--- config.mk ---
export PLATFORM = sky130hd
export DESIGN_NAME = onehot_grant_mux
export DESIGN_NICKNAME = d
export VERILOG_FILES = /design/src/rtl/onehot_pkg.sv /design/src/rtl/onehot_sel_mux.sv /design/src/rtl/onehot_grant_mux.sv
export SDC_FILE = /design/constraint.sdc
export NUM_CORES = 1
export LEC_CHECK = 0
export ABC_AREA = 1
export CAP_MARGIN = 20
export CORE_MARGIN = 5
export CORE_UTILIZATION = 21
export DETAILED_ROUTE_END_ITERATION = 8
export PLACE_DENSITY = 0.85
export REMOVE_ABC_BUFFERS = 1
export SETUP_SLACK_MARGIN = 0.02
export SKIP_CTS_REPAIR_TIMING = 1
export SLEW_MARGIN = 20
export SYNTH_ARGS = -nofsm -noshare
export SYNTH_HDL_FRONTEND = slang
export SYNTH_SLANG_ARGS = --single-unit
--- constraint.sdc ---
create_clock -name clk -period 2.6 [get_ports clk]
set_clock_uncertainty 0.2 [all_clocks]
set_input_delay 0.39 -clock clk [delete_from_list [all_inputs] [get_ports clk]]
set_output_delay 0.39 -clock clk [all_outputs]
set_load 0.02 [all_outputs]
--- src/rtl/onehot_pkg.sv ---
`default_nettype none
// ============================================================================
//  Module      : onehot_pkg
//  Description : Shared helpers for the one-hot grant arbiter and selector:
//                minimum-one clog2, lowest-set-bit isolation and one-hot to
//                index conversion. Vector helpers work on a fixed maximum
//                width; callers zero-pad narrower vectors.
//  Revision    : 1.0  initial release
// ============================================================================
package onehot_pkg;

    // Widest request vector the helpers support.
    localparam int C_MAX_PORTS = 64;
    localparam int C_MAX_IDX_W = 6;

    // Ceiling log2, never less than 1 so index ports always have a bit.
    function automatic int clog2_min1(input int n);
        int r;
        r = 0;
        for (int k = 0; k < 31; k++) begin
            if ((1 << r) < n) begin
                r = r + 1;
            end
        end
        return (r < 1) ? 1 : r;
    endfunction

    // Isolate the lowest set bit: two's-complement trick, result is one-hot
    // or zero.
    function automatic logic [C_MAX_PORTS-1:0] lowest_set(input logic [C_MAX_PORTS-1:0] vec);
        return vec & (~vec + {{(C_MAX_PORTS-1){1'b0}}, 1'b1});
    endfunction

    // Index of the set bit of a one-hot vector (zero for an all-zero input).
    function automatic logic [C_MAX_IDX_W-1:0] onehot_to_idx(input logic [C_MAX_PORTS-1:0] vec);
        logic [C_MAX_IDX_W-1:0] idx;
        idx = '0;
        for (int i = 0; i < C_MAX_PORTS; i++) begin
            if (vec[i]) begin
                idx = idx | C_MAX_IDX_W'(i);
            end
        end
        return idx;
    endfunction

endpackage
`default_nettype wire

--- src/rtl/onehot_sel_mux.sv ---
`default_nettype none
// ============================================================================
//  Module      : onehot_sel_mux
//  Description : AND-OR selector over N_INPUTS packed slices of W_INPUT bits.
//                A multi-hot select ORs the chosen slices together.
//                Compile macro ONEHOT_STRICT_SEL_EN: when defined, the output
//                is forced to zero unless sel is exactly one-hot, and the
//                sel_err port flags that condition.
//  Revision    : 1.0  initial release
// ============================================================================
module onehot_sel_mux
    import onehot_pkg::*;
#(
    parameter int W_INPUT  = 32,
    parameter int N_INPUTS = 2
) (
    input  logic [N_INPUTS*W_INPUT-1:0] in,
    input  logic [N_INPUTS-1:0]         sel,
`ifdef ONEHOT_STRICT_SEL_EN
    output logic                        sel_err,
`endif
    output logic [W_INPUT-1:0]          out
);

    logic [W_INPUT-1:0] w_or_sel;

    // AND each slice with its replicated select bit and OR the results;
    // unselected slices are masked so their X/garbage never leaks out.
    always_comb begin
        w_or_sel = '0;
        for (int i = 0; i < N_INPUTS; i++) begin
            w_or_sel = w_or_sel | (in[i*W_INPUT +: W_INPUT] & {W_INPUT{sel[i]}});
        end
    end

`ifdef ONEHOT_STRICT_SEL_EN
    logic w_sel_onehot;

    // Exactly one bit set: nonzero and clearing the lowest bit leaves zero.
    always_comb begin
        w_sel_onehot = (sel != '0) && ((sel & (sel - N_INPUTS'(1))) == '0);
        sel_err      = ~w_sel_onehot;
        out          = w_sel_onehot ? w_or_sel : '0;
    end
`else
    assign out = w_or_sel;
`endif

endmodule
`default_nettype wire

--- src/rtl/onehot_grant_mux.sv ---
`default_nettype none
// ============================================================================
//  Module      : onehot_grant_mux
//  Description : N:1 arbiter with combinational one-hot grant and grant-
//                selected data passthrough. Lowest index wins; with canchange
//                the search starts just past the last granted port and wraps.
//                N_PORTS is limited to onehot_pkg::C_MAX_PORTS (64).
//                Compile macro ONEHOT_STRICT_SEL_EN selects the strict mux
//                variant (grant is always one-hot or zero, so the data path
//                is unaffected; the mux error flag is left unused).
//  Revision    : 1.0  initial release
// ============================================================================
module onehot_grant_mux
    import onehot_pkg::*;
#(
    parameter int N_PORTS = 2,
    parameter int W_DATA  = 32,
    localparam int W_IDX  = clog2_min1(N_PORTS)
) (
    input  logic                      clk,
    input  logic                      rst_n,
    input  logic                      canchange,
    input  logic [N_PORTS-1:0]        req,
    output logic [N_PORTS-1:0]        gnt,
    input  logic [N_PORTS*W_DATA-1:0] data_in,
    output logic [W_DATA-1:0]         data_out,
    output logic [W_IDX-1:0]          last_idx
);

    logic [W_IDX-1:0]       r_last_idx;
    logic [C_MAX_PORTS-1:0] w_req_pad;
    logic [C_MAX_PORTS-1:0] w_above_pad;
    logic [C_MAX_PORTS-1:0] w_pick;
    logic [C_MAX_PORTS-1:0] w_gnt_pad;
    logic [N_PORTS-1:0]     w_gnt;
    logic [W_IDX-1:0]       w_gnt_idx;
    logic                   w_unused_pick;

    // Pad requests to helper width and collect those strictly above the
    // last granted index (candidates for the rotating search).
    always_comb begin
        w_req_pad   = '0;
        w_above_pad = '0;
        for (int i = 0; i < N_PORTS; i++) begin
            w_req_pad[i]   = req[i];
            w_above_pad[i] = req[i] && (i > int'(r_last_idx));
        end
    end

    // Rotate past the last grant when permitted and something lies above it;
    // otherwise (or on wrap) the lowest requester overall wins.
    always_comb begin
        if (canchange && (w_above_pad != '0)) begin
            w_pick = lowest_set(w_above_pad);
        end else begin
            w_pick = lowest_set(w_req_pad);
        end
    end

    // Narrow the padded pick back to port width; padding bits are always zero.
    always_comb begin
        w_gnt     = w_pick[N_PORTS-1:0];
        w_gnt_pad = '0;
        for (int i = 0; i < N_PORTS; i++) begin
            w_gnt_pad[i] = w_gnt[i];
        end
        w_gnt_idx = W_IDX'(onehot_to_idx(w_gnt_pad));
    end

    assign w_unused_pick = ^w_pick;

    // Remember the most recent nonzero grant; idle cycles hold it.
    always_ff @(posedge clk or negedge rst_n) begin
        if (!rst_n) begin
            r_last_idx <= '0;
        end else if (w_gnt != '0) begin
            r_last_idx <= w_gnt_idx;
        end
    end

    assign gnt      = w_gnt;
    assign last_idx = r_last_idx;

`ifdef ONEHOT_STRICT_SEL_EN
    logic w_unused_sel_err;
`endif

    onehot_sel_mux #(
        .W_INPUT  (W_DATA),
        .N_INPUTS (N_PORTS)
    ) u_sel_mux (
        .in      (data_in),
        .sel     (w_gnt),
`ifdef ONEHOT_STRICT_SEL_EN
        .sel_err (w_unused_sel_err),
`endif
        .out     (data_out)
    );

endmodule
`default_nettype wire

==> impl_results.md, run 1 <==
* Sequential area share after synthesis at 4.577%
* Diode count at 0
* Worst relative slew slack at 81.67%
* Mapped Area at 546.8 um2
* Clock Latency Late Sink at 0 ns
* Vias per inst at 4.478
* DR DRC count at 0
* Buffers on Ports at 103
* Leakage Power at 1.138 nW
* Worst setup startpoint: req[0]
* Crit-path max FO at 4
* Area grow syn2layout at 209.2%
* Yosys warnings at 0
* Number of flip-flops in the largest register at 1
* Worst Path Required at 2.01 ns
* Syn_area_per_cell at 4.755 um2
* Period Utilization, post-route at 90.22%
* Total chip power at 0.3812 mW
* GPL Wtd Cong at 0.7475
* Initial DRC count at 48
* Slew Limit Fails at 0
* Rows at 18
* Total GRT Usage at 14.13%
* First-pass GRT wire length at 4229 um
* Min Tclk post-route at 2.346 ns
* Die area at 0.003724 mm2
* FF+latch count, synth at 1
* Max Cap Violations at 0
* Initial Util at 22.07%
* Vias post-DR at 1097
* Layout cells sized above 1 at 5.116%
* Critical path type: in -> out
* Top-area cell type share of the netlist area at 44.62%
* Post-synth top area cell: nand2_1
* Fmax at 426.3 MHz
* Initial antenna violation count at 0
* Netlist cell types at 13
* Crit end category: primary output
* Ports at 104
* ANT nets after route at 0
* Nets@finish at 286
* Unrepaired setup endpoints after global routing: false
* Clock transition at path regs at 0 ns
* HPWL Detailed at 2601 um
* Vias in the first global route at 955
* IR drop worst, VDD at 149.5 uV
* Top cells by area, synth: nand2_1 45%, nand3_1 29%, buf_6 8.2%
* Hold Crit Class: in -> async
* Pre-antenna DRT Iters at 6
* Die Height at 61.03 um
* Worst Setup Start Kind: input port
* Power Dens Cells at 225.5 mW/mm2
* Drt total wl at 3178 um
* Cells after synthesis at 115
* Hold slack at 0.3426 ns
* Routed WL per cell at 12.97 um
* CORE AREA at 0.002477 mm2
* Outcome: finished clean
* Hold Fails Final Rpt at 0
* Reg-to-Reg Start: last_idx$_DFFE_PN0P_
* Congestion Overflow GR at 0
* Final setup viols at 0
* Tightest Pin Transition at 0.2745 ns
* Die W at 61.03 um
* Arr. time, crit path at 1.76 ns
* Largest net degree at the start of global routing at 22
[metal layers]
layer / vias up / GRT usage [%] / wire length (um)
li1: 570 / - / -
met5: - / 0 / 0
met1: 467 / 15.20 / 1111
met3: 4 / 5.241 / 452
met2: 56 / 27.64 / 1567
met4: 0 / 0 / 47
[cell families after synthesis]
kind of cell / after synthesis / share of synthesized area [%]
buffers and inverters: 13 / 16.02
and+or+nand+nor: 99 / 76.89
AOI/OAI and AO/OA: 2 / 2.518
DFF: 1 / 4.576
[final timing paths]
path,to,slack [ns],depth (start not counted)
max,gnt[0],0.25,4
max reg2reg,last_idx$_DFFE_PN0P_,1.47,4
max in group asynchronous,last_idx$_DFFE_PN0P_,1.76,1
min reg2reg,last_idx$_DFFE_PN0P_,0.39,2
min in group clk,last_idx$_DFFE_PN0P_,0.39,2
min,last_idx$_DFFE_PN0P_,0.34,1
[power by group]
part / switching [mW] / internal (mW) / total (mW)
clock: 0 / 0 / 0
sequential: 0.000777 / 0.0177 / 0.0185
combinational: 0.160 / 0.203 / 0.363
total: 0.161 / 0.220 / 0.381
[layout make-up]
class	count	area [um2]
tap	30	37.54
sequential	1	25.02
fill	216	787.0
inverter	2	7.507
multi-input combinational	101	434.2
timing repair buffer	111	1186
[cell usage after synthesis (all sizes together)]
| master | n |
|---|---|
| nand3 | 33 |
| a31oi | 1 |
| o211ai | 1 |
| inv | 2 |
| buf | 9 |
| dfrtp | 1 |
| nand2 | 66 |
| clkbuf | 2 |
[placed cells by master (no fill, tap or decap), drive strengths merged]
master / count
nand3: 33
buf: 8
dfrtp: 1
inv: 2
a31oi: 1
nand2: 66
dlymetal6s2s: 33
clkdlybuf4s50: 70
o211ai: 1
[critical path, cell delays in order]
cell and delay (ns):
clkdlybuf4s50_1 0.53, inv_2 0.05, a31oi_1 0.15, clkdlybuf4s50_1 0.63
[stage by stage]
step / setup WS (ns) / instance area, um2 / util [%] / cells / TNS [ns]
floorplan: 0.2672 / 466.7 / - / 104 / 0
finish: 0.2542 / 1690 / 68.23 / 245 / 0
detailed placement: -0.06111 / 1608 / 64.90 / 245 / -0.7734
CTS: -0.07323 / 1608 / 64.90 / 245 / -1.112
global route: 0.1613 / 1690 / 68.23 / 245 / 0
global placement: -0.01975 / 1608 / 64.90 / 245 / -0.1249
Note: power is estimated with default switching activity, not from simulation.
==> run 2, diff against run 1 <==
--- a/config.mk
+++ b/config.mk
@@ -9,6 +9,7 @@
 export CAP_MARGIN = 20
 export CORE_MARGIN = 5
 export CORE_UTILIZATION = 21
+export CTS_CLUSTER_SIZE = 12
 export DETAILED_ROUTE_END_ITERATION = 8
 export PLACE_DENSITY = 0.85
 export REMOVE_ABC_BUFFERS = 1
==> results of run 2 <==
Same layout as run 1: the final DEF is identical, and so are final timing and power.
==> run 3, diff against run 2 <==
--- a/config.mk
+++ b/config.mk
@@ -11,9 +11,10 @@
 export CORE_UTILIZATION = 21
 export CTS_CLUSTER_SIZE = 12
 export DETAILED_ROUTE_END_ITERATION = 8
-export PLACE_DENSITY = 0.85
+export HOLD_SLACK_MARGIN = 0.12
+export PLACE_DENSITY = 0.88
 export REMOVE_ABC_BUFFERS = 1
-export SETUP_SLACK_MARGIN = 0.02
+export SETUP_SLACK_MARGIN = 0.3
 export SKIP_CTS_REPAIR_TIMING = 1
 export SLEW_MARGIN = 20
 export SYNTH_ARGS = -nofsm -noshare
==> run 3 against run 2 <==
Effect of this change:
- die area stayed put
- core utilization shrank 6.1 points
- maximum frequency grew 5.2%
- cell count shrank 0.82%
- critical path depth is 4 higher
- first-iteration DRC count fell by 25%
- hold slack improved by 0.00065 ns
- combinational power decreased by 6.1%
- worst setup slack better by 0.12 ns
- wire length fell by 3.1%
- sequential power about the same
- critical path type unchanged
- critical endpoint is now data_out[4]
==> impl_results.md, run 3 (synthesis gave the netlist of run 1 again) <==
* Outcome: finished clean
* Total GRT Usage at 14.68%
* Commonest non-fill, non-tap cell in the layout: clkdlybuf4s50_1
* Tightest Pin Transition at 0.2486 ns
* Unrepaired setup endpoints after global routing: true
* Period Utilization, post-route at 85.75%
* Hold Crit Class: in -> async
* Initial antenna violation count at 0
* DR top layer: met3
* Critical path type: in -> out
* Met3 WL at 381 um
* Rows at 18
* Layout cells sized above 1 at 13.62%
* Arr. time, crit path at 1.64 ns
* Ports at 104
* Initial Util at 22.07%
* Combinational share of power at 94.9%
* Die Height at 61.03 um
* Cell internal pwr at 0.1981 mW
* Clock transition at path regs at 0 ns
* Vias per inst at 4.473
* Largest net degree at the start of global routing at 20
* Pre-antenna DRT Iters at 4
* Clock Power Share at 0%
* Worst Path Required at 2.01 ns
* Sequential share of power at 5.1%
* Die W at 61.03 um
* Routed WL per cell at 12.68 um
* Leakage Power at 0.9146 nW
* Routed length on met2 at 1641 um
* Vias in the first global route at 956
* Vias post-DR at 1087
* Final setup TNS at 0 ns
* Area grow syn2layout at 181.7%
* CORE AREA at 0.002477 mm2
* Dpl cell area at 0.001605 mm2
* Non-Filler Cell Area, Final at 0.001540 mm2
* GPL Wtd Cong at 0.7232
* Placed Instances at 243
* Min Tclk post-route at 2.230 ns
* Number of flip-flops in the largest register at 1
* HPWL Detailed at 2577 um
* First-pass GRT wire length at 4326 um
* Nets@finish at 284
* Clock Latency Late Sink at 0 ns
* Sw power at 0.1614 mW
* Fmax at 448.5 MHz
* Buffers on Ports at 103
* FF-to-FF path depth at 4
* Power Dens Cells at 233.4 mW/mm2
* Max Cap Violations at 0
* Most frequent cells in the layout: 69 x clkdlybuf4s50_1, 65 x nand2_1, 32 x nand3_1
* Fillers at 253
* Diode count at 0
* R2r endpoint: last_idx$_DFFE_PN0P_
* Non-Filler Instances at 243
* Crit end category: primary output
* Initial DRC count at 36
* Sw Ratio at 44.90%
* Congestion Overflow GR at 0
* Final setup viols at 0
* DR DRC count at 0
* Drt total wl at 3081 um
* Reg-to-Reg Start: last_idx$_DFFE_PN0P_
* Worst relative slew slack at 83.40%
* Hold Fails Final Rpt at 0
* FF-to-FF setup slack at 1.43 ns
* Die area at 0.003724 mm2
* Slew Limit Fails at 0
* IR drop worst, VDD at 170.3 uV
* Met1 wire length at 1059 um
* Crit-path max FO at 15
* Worst Setup Start Kind: input port
* ANT nets after route at 0
## run 3: power by group through the flow
stage | combinational (mW) | sequential [mW] | clock [mW]
floorplan | 0.133 | 0.0210 | 0
global route | 0.366 | 0.0185 | 0
detailed placement | 0.378 | 0.0185 | 0
global placement | 0.373 | 0.0186 | 0
finish | 0.341 | 0.0185 | 0
CTS | 0.379 | 0.0185 | 0
## run 3: worst max path at each step
stage / slack (ns) / from / end / depth (start not counted)
after floorplan: 0.27 / last_idx$_DFFE_PN0P_ / data_out[0] / 5
after global placement: 0.005 / req[0] / data_out[20] / 8
after CTS: -0.02 / req[0] / data_out[19] / 8
after global routing: 0.25 / req[0] / data_out[19] / 8
final: 0.37 / req[0] / data_out[4] / 8
after detailed placement: -0.02 / req[1] / data_out[19] / 7
## run 3: final cells by class
| type | instances | area (um2) | area share (%) |
|---|---|---|---|
| timing repair buffer | 109 | 1036 | 67.26 |
| sequential | 1 | 25.02 | 1.625 |
| multi-input combinational | 101 | 434.2 | 28.19 |
| inverter | 2 | 7.507 | 0.4874 |
| tap | 30 | 37.54 | 2.437 |
## run 3: layer usage
| layer | global-route usage, % | vias up |
|---|---|---|
| met3 | 4.822 | 0 |
| met5 | 0 | - |
| li1 | - | 565 |
| met4 | 0 | 0 |
| met1 | 15.18 | 473 |
| met2 | 29.91 | 49 |
## run 3: per-stage QoR
| step | power [mW] | utilization, % | hold WS, ns | setup slack, ns |
|---|---|---|---|---|
| detailed placement | 0.3962 | 64.80 | 0.3435 | -0.02042 |
| CTS | 0.3971 | 64.80 | 0.3462 | -0.02297 |
| global route | 0.3850 | 62.17 | 0.3580 | 0.2481 |
| finish | 0.3596 | 62.17 | 0.3433 | 0.3704 |
| floorplan | 0.1539 | - | -0.1056 | 0.2672 |
| global placement | 0.3918 | 64.80 | 0.3397 | 0.005107 |
## run 3: worst max-delay path, stage by stage
cell             delay [ns]
clkdlybuf4s50_1        0.53
inv_2                  0.05
nand2_1                0.09
nand2_2                0.10
buf_12                 0.16
nand2_1                0.06
nand2_1                0.05
dlymetal6s2s_1         0.20
